--- src/rtl/shift_seq_pkg.sv ---
`default_nettype none
// +--------------------------------------------------------------------+
// | Module  : shift_seq_pkg                                            |
// | Purpose : Shared types and default sizes for the shift sequencer:  |
// |           operation encoding, FSM state encoding, default widths.  |
// | Rev     : 1.0  initial release                                     |
// +--------------------------------------------------------------------+
package shift_seq_pkg;

  localparam int DEF_WIDTH = 8;
  localparam int DEF_CNT_W = 3;

  // Operation carried by a command; values match the cmd_op encoding.
  typedef enum logic [1:0] {
    OP_ROL  = 2'b00,
    OP_ROR  = 2'b01,
    OP_ASR  = 2'b10,
    OP_LOAD = 2'b11
  } op_t;

  typedef enum logic [1:0] {
    S_IDLE  = 2'b00,
    S_LOAD  = 2'b01,
    S_SHIFT = 2'b10,
    S_DONE  = 2'b11
  } state_t;

endpackage : shift_seq_pkg
`default_nettype wire

--- src/rtl/shift_sequencer.sv ---
`default_nettype none
// +--------------------------------------------------------------------+
// | Module  : shift_sequencer                                          |
// | Purpose : Command-driven controller for an external load/rotate/   |
// |           arithmetic-shift register. Loads the register, steps it  |
// |           cmd_count times, then pulses result_valid.               |
// | Rev     : 1.0  initial release                                     |
// +--------------------------------------------------------------------+
// | Ports                                                              |
// |   clock            in   rising-edge clock                          |
// |   reset            in   asynchronous active-low reset              |
// |   cmd_valid/ready  in/out command handshake                        |
// |   cmd_data         in   WIDTH value to load                        |
// |   cmd_op           in   00 ROL, 01 ROR, 10 ASR, 11 load only       |
// |   cmd_count        in   CNT_W number of shift steps                |
// |   q_in             in   register Q fed back                        |
// |   sr_loadn         out  register ParallelLoadn (0 = load)          |
// |   sr_rotate_right  out  register RotateRight                       |
// |   sr_asright       out  register ASRight                           |
// |   sr_data          out  register Data_IN                           |
// |   result_valid     out  one-cycle completion pulse                 |
// |   result_data      out  register value at completion               |
// +--------------------------------------------------------------------+
module shift_sequencer
  import shift_seq_pkg::*;
#(
  parameter int WIDTH = DEF_WIDTH,
  parameter int CNT_W = DEF_CNT_W
) (
  input  logic             clock,
  input  logic             reset,
  input  logic             cmd_valid,
  output logic             cmd_ready,
  input  logic [WIDTH-1:0] cmd_data,
  input  logic [1:0]       cmd_op,
  input  logic [CNT_W-1:0] cmd_count,
  input  logic [WIDTH-1:0] q_in,
  output logic             sr_loadn,
  output logic             sr_rotate_right,
  output logic             sr_asright,
  output logic [WIDTH-1:0] sr_data,
  output logic             result_valid,
  output logic [WIDTH-1:0] result_data
);

  state_t           state;
  logic [CNT_W-1:0] cnt;
  logic [WIDTH-1:0] data_q;
  op_t              op_q;
  logic [CNT_W-1:0] count_q;

  // Single FSM process: state, shift counter and captured command.
  always_ff @(posedge clock or negedge reset) begin
    if (!reset) begin
      state   <= S_IDLE;
      cnt     <= '0;
      data_q  <= '0;
      op_q    <= OP_ROL;
      count_q <= '0;
    end else begin
      case (state)
        S_IDLE: begin
          // cmd_ready is implied by being in IDLE.
          if (cmd_valid) begin
            data_q  <= cmd_data;
            op_q    <= op_t'(cmd_op);
            count_q <= cmd_count;
            state   <= S_LOAD;
          end
        end
        S_LOAD: begin
          if (count_q == '0 || op_q == OP_LOAD) begin
            state <= S_DONE;
          end else begin
            cnt   <= count_q;
            state <= S_SHIFT;
          end
        end
        S_SHIFT: begin
          cnt <= cnt - CNT_W'(1);
          // The step taken in this cycle is the last one requested.
          if (cnt == CNT_W'(1)) begin
            state <= S_DONE;
          end
        end
        S_DONE: begin
          state <= S_IDLE;
        end
        default: begin
          state <= S_IDLE;
        end
      endcase
    end
  end

  // Moore output decode. Outside SHIFT the register has no hold mode, so
  // it is fed its own output to freeze it (except during LOAD).
  always_comb begin
    cmd_ready       = 1'b0;
    sr_loadn        = 1'b0;
    sr_rotate_right = 1'b0;
    sr_asright      = 1'b0;
    sr_data         = q_in;
    result_valid    = 1'b0;
    case (state)
      S_IDLE: begin
        cmd_ready = 1'b1;
      end
      S_LOAD: begin
        sr_data = data_q;
      end
      S_SHIFT: begin
        sr_loadn        = 1'b1;
        sr_rotate_right = (op_q == OP_ROR) || (op_q == OP_ASR);
        sr_asright      = (op_q == OP_ASR);
      end
      S_DONE: begin
        result_valid = 1'b1;
      end
      default: begin
        cmd_ready = 1'b0;
      end
    endcase
  end

  assign result_data = q_in;

endmodule : shift_sequencer
`default_nettype wire

--- config.mk ---
export PLATFORM = sky130hd
export DESIGN_NAME = shift_sequencer
export DESIGN_NICKNAME = d
export VERILOG_FILES = /design/src/rtl/shift_seq_pkg.sv /design/src/rtl/shift_sequencer.sv
export SDC_FILE = /design/constraint.sdc
export NUM_CORES = 1
export LEC_CHECK = 0
export CAP_MARGIN = 20
export CORE_MARGIN = 10
export CORE_UTILIZATION = 40
export CTS_BUF_LIST = sky130_fd_sc_hd__clkbuf_4 sky130_fd_sc_hd__clkbuf_8
export DETAILED_ROUTE_END_ITERATION = 16
export GPL_ROUTABILITY_DRIVEN = 1
export PLACE_DENSITY = 0.82
export SLEW_MARGIN = 20
export SYNTH_ARGS = -nofsm -noshare
export SYNTH_HDL_FRONTEND = slang
export SYNTH_SLANG_ARGS = --single-unit
export TNS_END_PERCENT = 30
--- constraint.sdc ---
create_clock -name clock -period 1.9 [get_ports clock]
set_input_delay 0.38 -clock clock [delete_from_list [all_inputs] [get_ports clock]]
set_output_delay 0.38 -clock clock [all_outputs]
set_load 0.005 [all_outputs]
==> run_results.csv <==
group,metric,value,unit
floorplanning,core-area,2710,um^2
setup_path,slowest_delay,400,ps
detailed_routing,post-route-drc-count,0,
synthesis,synth_top_area_cell,"dfrtp_1",
synthesis,synth_top_family_by_area,"multiplexers",
sta,tns,0,ps
synthesis,ys_top_cells_by_count,"18 x dfrtp_1, 15 x mux2_1, 9 x buf_4, 9 x ha_1",
floorplanning,die_x,72.59,um
detailed_routing,routedWlPerCell,15.87,um
sta,whs,400.8,ps
finish,register_area,450.4,um^2
power,pwr_density_cell,1450,nW/um^2
synthesis,yosys_warnings,0,
floorplanning,rows,19,
placement,dp.cells,173,
detailed_routing,drtAntennaViolNets,0,
finish,nFillCells,226,
clocking,cts_hold_buf,0,
power,power_frac_comb,0.585,
global_route,grt_pass1_vias,914,
synthesis,asyncSetResetFlopFracSynth,1.000,
run_status,status,"finished, final reports clean",
placement,place.gp.congestion,0.7779,
floorplanning,initial_core_util,0.4081,
sta,fin_crit_sh,0.9874,
run,drv_cap,0,
synthesis,synth-edff-count,0,
detailed_routing,via_per_inst,4.989,
synthesis,synth_most_common_cell,"dfrtp_1",
detailed_routing,drt_iter0_markers,20,
min_path,hp-class,"primary input to async pin",
floorplanning,die_h,72.59,um
placement,io_buffer_count,44,
setup_path,cp-start-kind,"register",
sta,drv_slew,0,
detailed_routing,via_count,888,
synthesis,synth_area_per_cell,11.40,um^2
detailed_routing,drt_pre_antenna_iters,4,
clocking,htreeDepth,1,
power,switching_share,0.3790,
global_route,grtUsageTotal,0.1060,
setup_path,worstSetupPathType,"register to primary output",
finish,finalNonFillerCells,178,
clocking,clk_pin_slew,110,ps
sta,slew_headroom,0.7848,
setup_path,worstPathRequired,1520,ps
synthesis,ys_types,28,
sta,fmax,533.0,MHz
synthesis,synthFlopType,"dfrtp_1",
sta,hold_viol,0,
synthesis,syn_nets,130,
power,intPower,0.001466,W
global_route,grt_overflow,0,
sta,min_period,1876,ps
synthesis,synth-xor-area-share,0,
synthesis,ys_seq_area_frac,0.4072,
clocking,numCtsBuffers,3,
finish,layout.nets,181,
synthesis,syn_inst,97,
synthesis,synth_top_area_frac,0.4072,
floorplanning,dieArea,5269,um^2
synthesis,synthTopCellsByArea,"dfrtp_1 41%, mux2_1 15%, ha_1 10%",
synthesis,synth.area.mux_share,0.2229,
power,finalPower,0.002361,W
sta,worstMarginPinSlew,320.6,ps
clocking,clk_latency,310,ps
synthesis,synth_seq_cells,18,
sta,setup-violations-final,0,
placement,place_hpwl,2206,um
clocking,cts_tree,"yes",
power,p_leak,0.7443,nW
finish,syn2layout_area_growth,47.17,%
synthesis,synth-compound-area-share,0.09050,
clocking,cts.sinks,18,
setup_path,crit_slowest_cell,"dfrtp_1",
setup_path,arrival,1500,ps
setup_path,path_max_fanout,9,
detailed_routing,wl,2824,um
finish,final_util,0.6006,
global_route,grt_pass1_wl,4429,um
power,p_sw,0.0008948,W
setup_path,crit_chain,"inv_2 -> ha_4 -> buf_12 -> mux2_2 -> clkbuf_2",
sta,rsz0062_at_grt,"yes",
power,power_frac_clock,0.104,
finish,drive_gt1_frac,0.3061,
sta,skew,6.646,ps
clocking,clockRootBuffer,"clkbuf_4",
synthesis,yosys.area_share.simple,0.08258,
finish,multi_input_comb_area,585.6,um^2
finish,diodes,0,
floorplanning,ioPinCount,45,
global_route,grt_max_degree,19,
synthesis,synth_fa_ha_area_frac,0.1018,
clocking,cts.path.max_buffers,2,
power,peakVddDrop,903.0,uV
global_route,antenna_found_initial,0,
setup_path,worstSetupEndpointType,"primary output",
synthesis,netlist_area,1106,um^2
power,power_frac_seq,0.312,
-- sequential cells by signal (all words and copies together), names as in the netlist --
name	flops
data_q	8
cnt	3
count_q	3
op_q	2
state	2
-- final cells by class --
type | count | share of cell area
tap | 31 | 0.02383
timing repair buffer | 56 | 0.3013
clock buffer | 4 | 0.02229
multi-input combinational | 62 | 0.3597
sequential | 18 | 0.2767
inverter | 7 | 0.01614
-- final timing paths --
| path | start | end | slack, ps | cells past startpoint |
|---|---|---|---|---|
| setup / recovery | state[1] | sr_data[7] | 20 | 5 |
| hold / removal | reset | op_q[0] | 400 | 2 |
| setup reg to reg | state[0] | data_q[4] | 190 | 7 |
| hold reg to reg | data_q[7] | data_q[7] | 500 | 1 |
| max in group asynchronous | reset | cnt[1] | 1300 | 2 |
| min in group clock | data_q[7] | data_q[7] | 500 | 1 |
-- metrics by stage --
| stage | instance area [um^2] | setup slack (ps) |
|---|---|---|
| global placement | 1602 | -27.84 |
| global route | 1628 | -47.03 |
| CTS | 1648 | -80.68 |
| floorplan | 1106 | 308.1 |
| finish | 1628 | 23.96 |
| detailed placement | 1602 | -38.44 |
-- cells by family (layout without fill, tap and decap cells) --
kind of cell | Yosys count | count (layout)
compound gates | 14 | 14
fa+ha+maj | 9 | 9
buf+inv | 17 | 67
flops | 18 | 18
mux | 22 | 22
simple gates | 17 | 17
-- power groups by stage --
stage | clock (W) | sequential [W] | combinational, W
3_3_place_gp | 0 | 0.000718 | 0.00136
3_5_place_dp | 0 | 0.000735 | 0.00140
4_1_cts | 0.000242 | 0.000735 | 0.00138
6_report | 0.000245 | 0.000736 | 0.00138
2_1_floorplan | 0 | 0.000699 | 0.000793
5_1_grt | 0.000274 | 0.000758 | 0.00153
-- cell usage in the layout (no fill, tap or decap), types with 2 or more instances in the layout --
master	Yosys	final
a21oi_1	3	3
a32oi_1	2	2
buf_2	0	2
buf_4	9	11
clkbuf_2	0	9
clkbuf_4	0	3
clkdlybuf4s50_1	0	31
dfrtp_1	18	18
ha_1	9	7
ha_4	0	2
inv_1	6	4
inv_2	1	3
mux2_1	15	13
mux2_2	6	6
mux2_4	0	2
nand2_1	3	3
nand2b_1	2	2
nor2_1	5	4
o21ai_0	2	2
o21ai_1	2	2
-- worst max-delay path, delay by kind of cell, from the launching register on --
| family | cells | cell delay [ps] |
|---|---|---|
| adders and majority gates | 1 | 130 |
| buffers and inverters | 3 | 310 |
| DFF | 1 | 400 |
| muxes | 1 | 330 |
-- timing repair --
action | CTS | global route
gates resized for setup | 29 | 18
endpoints found under the setup margin | 12 | 13
pin swaps | 1 | 0
buffers inserted | 0 | 1
-- metal layers --
metal,GRT usage,vias to the layer above,wire (um)
met4,0.04430,0,43
met3,0.04354,6,305
met2,0.1657,41,1202
li1,-,428,-
met5,0,-,0
met1,0.1248,413,1272
Power figures use the tool's default switching activity.
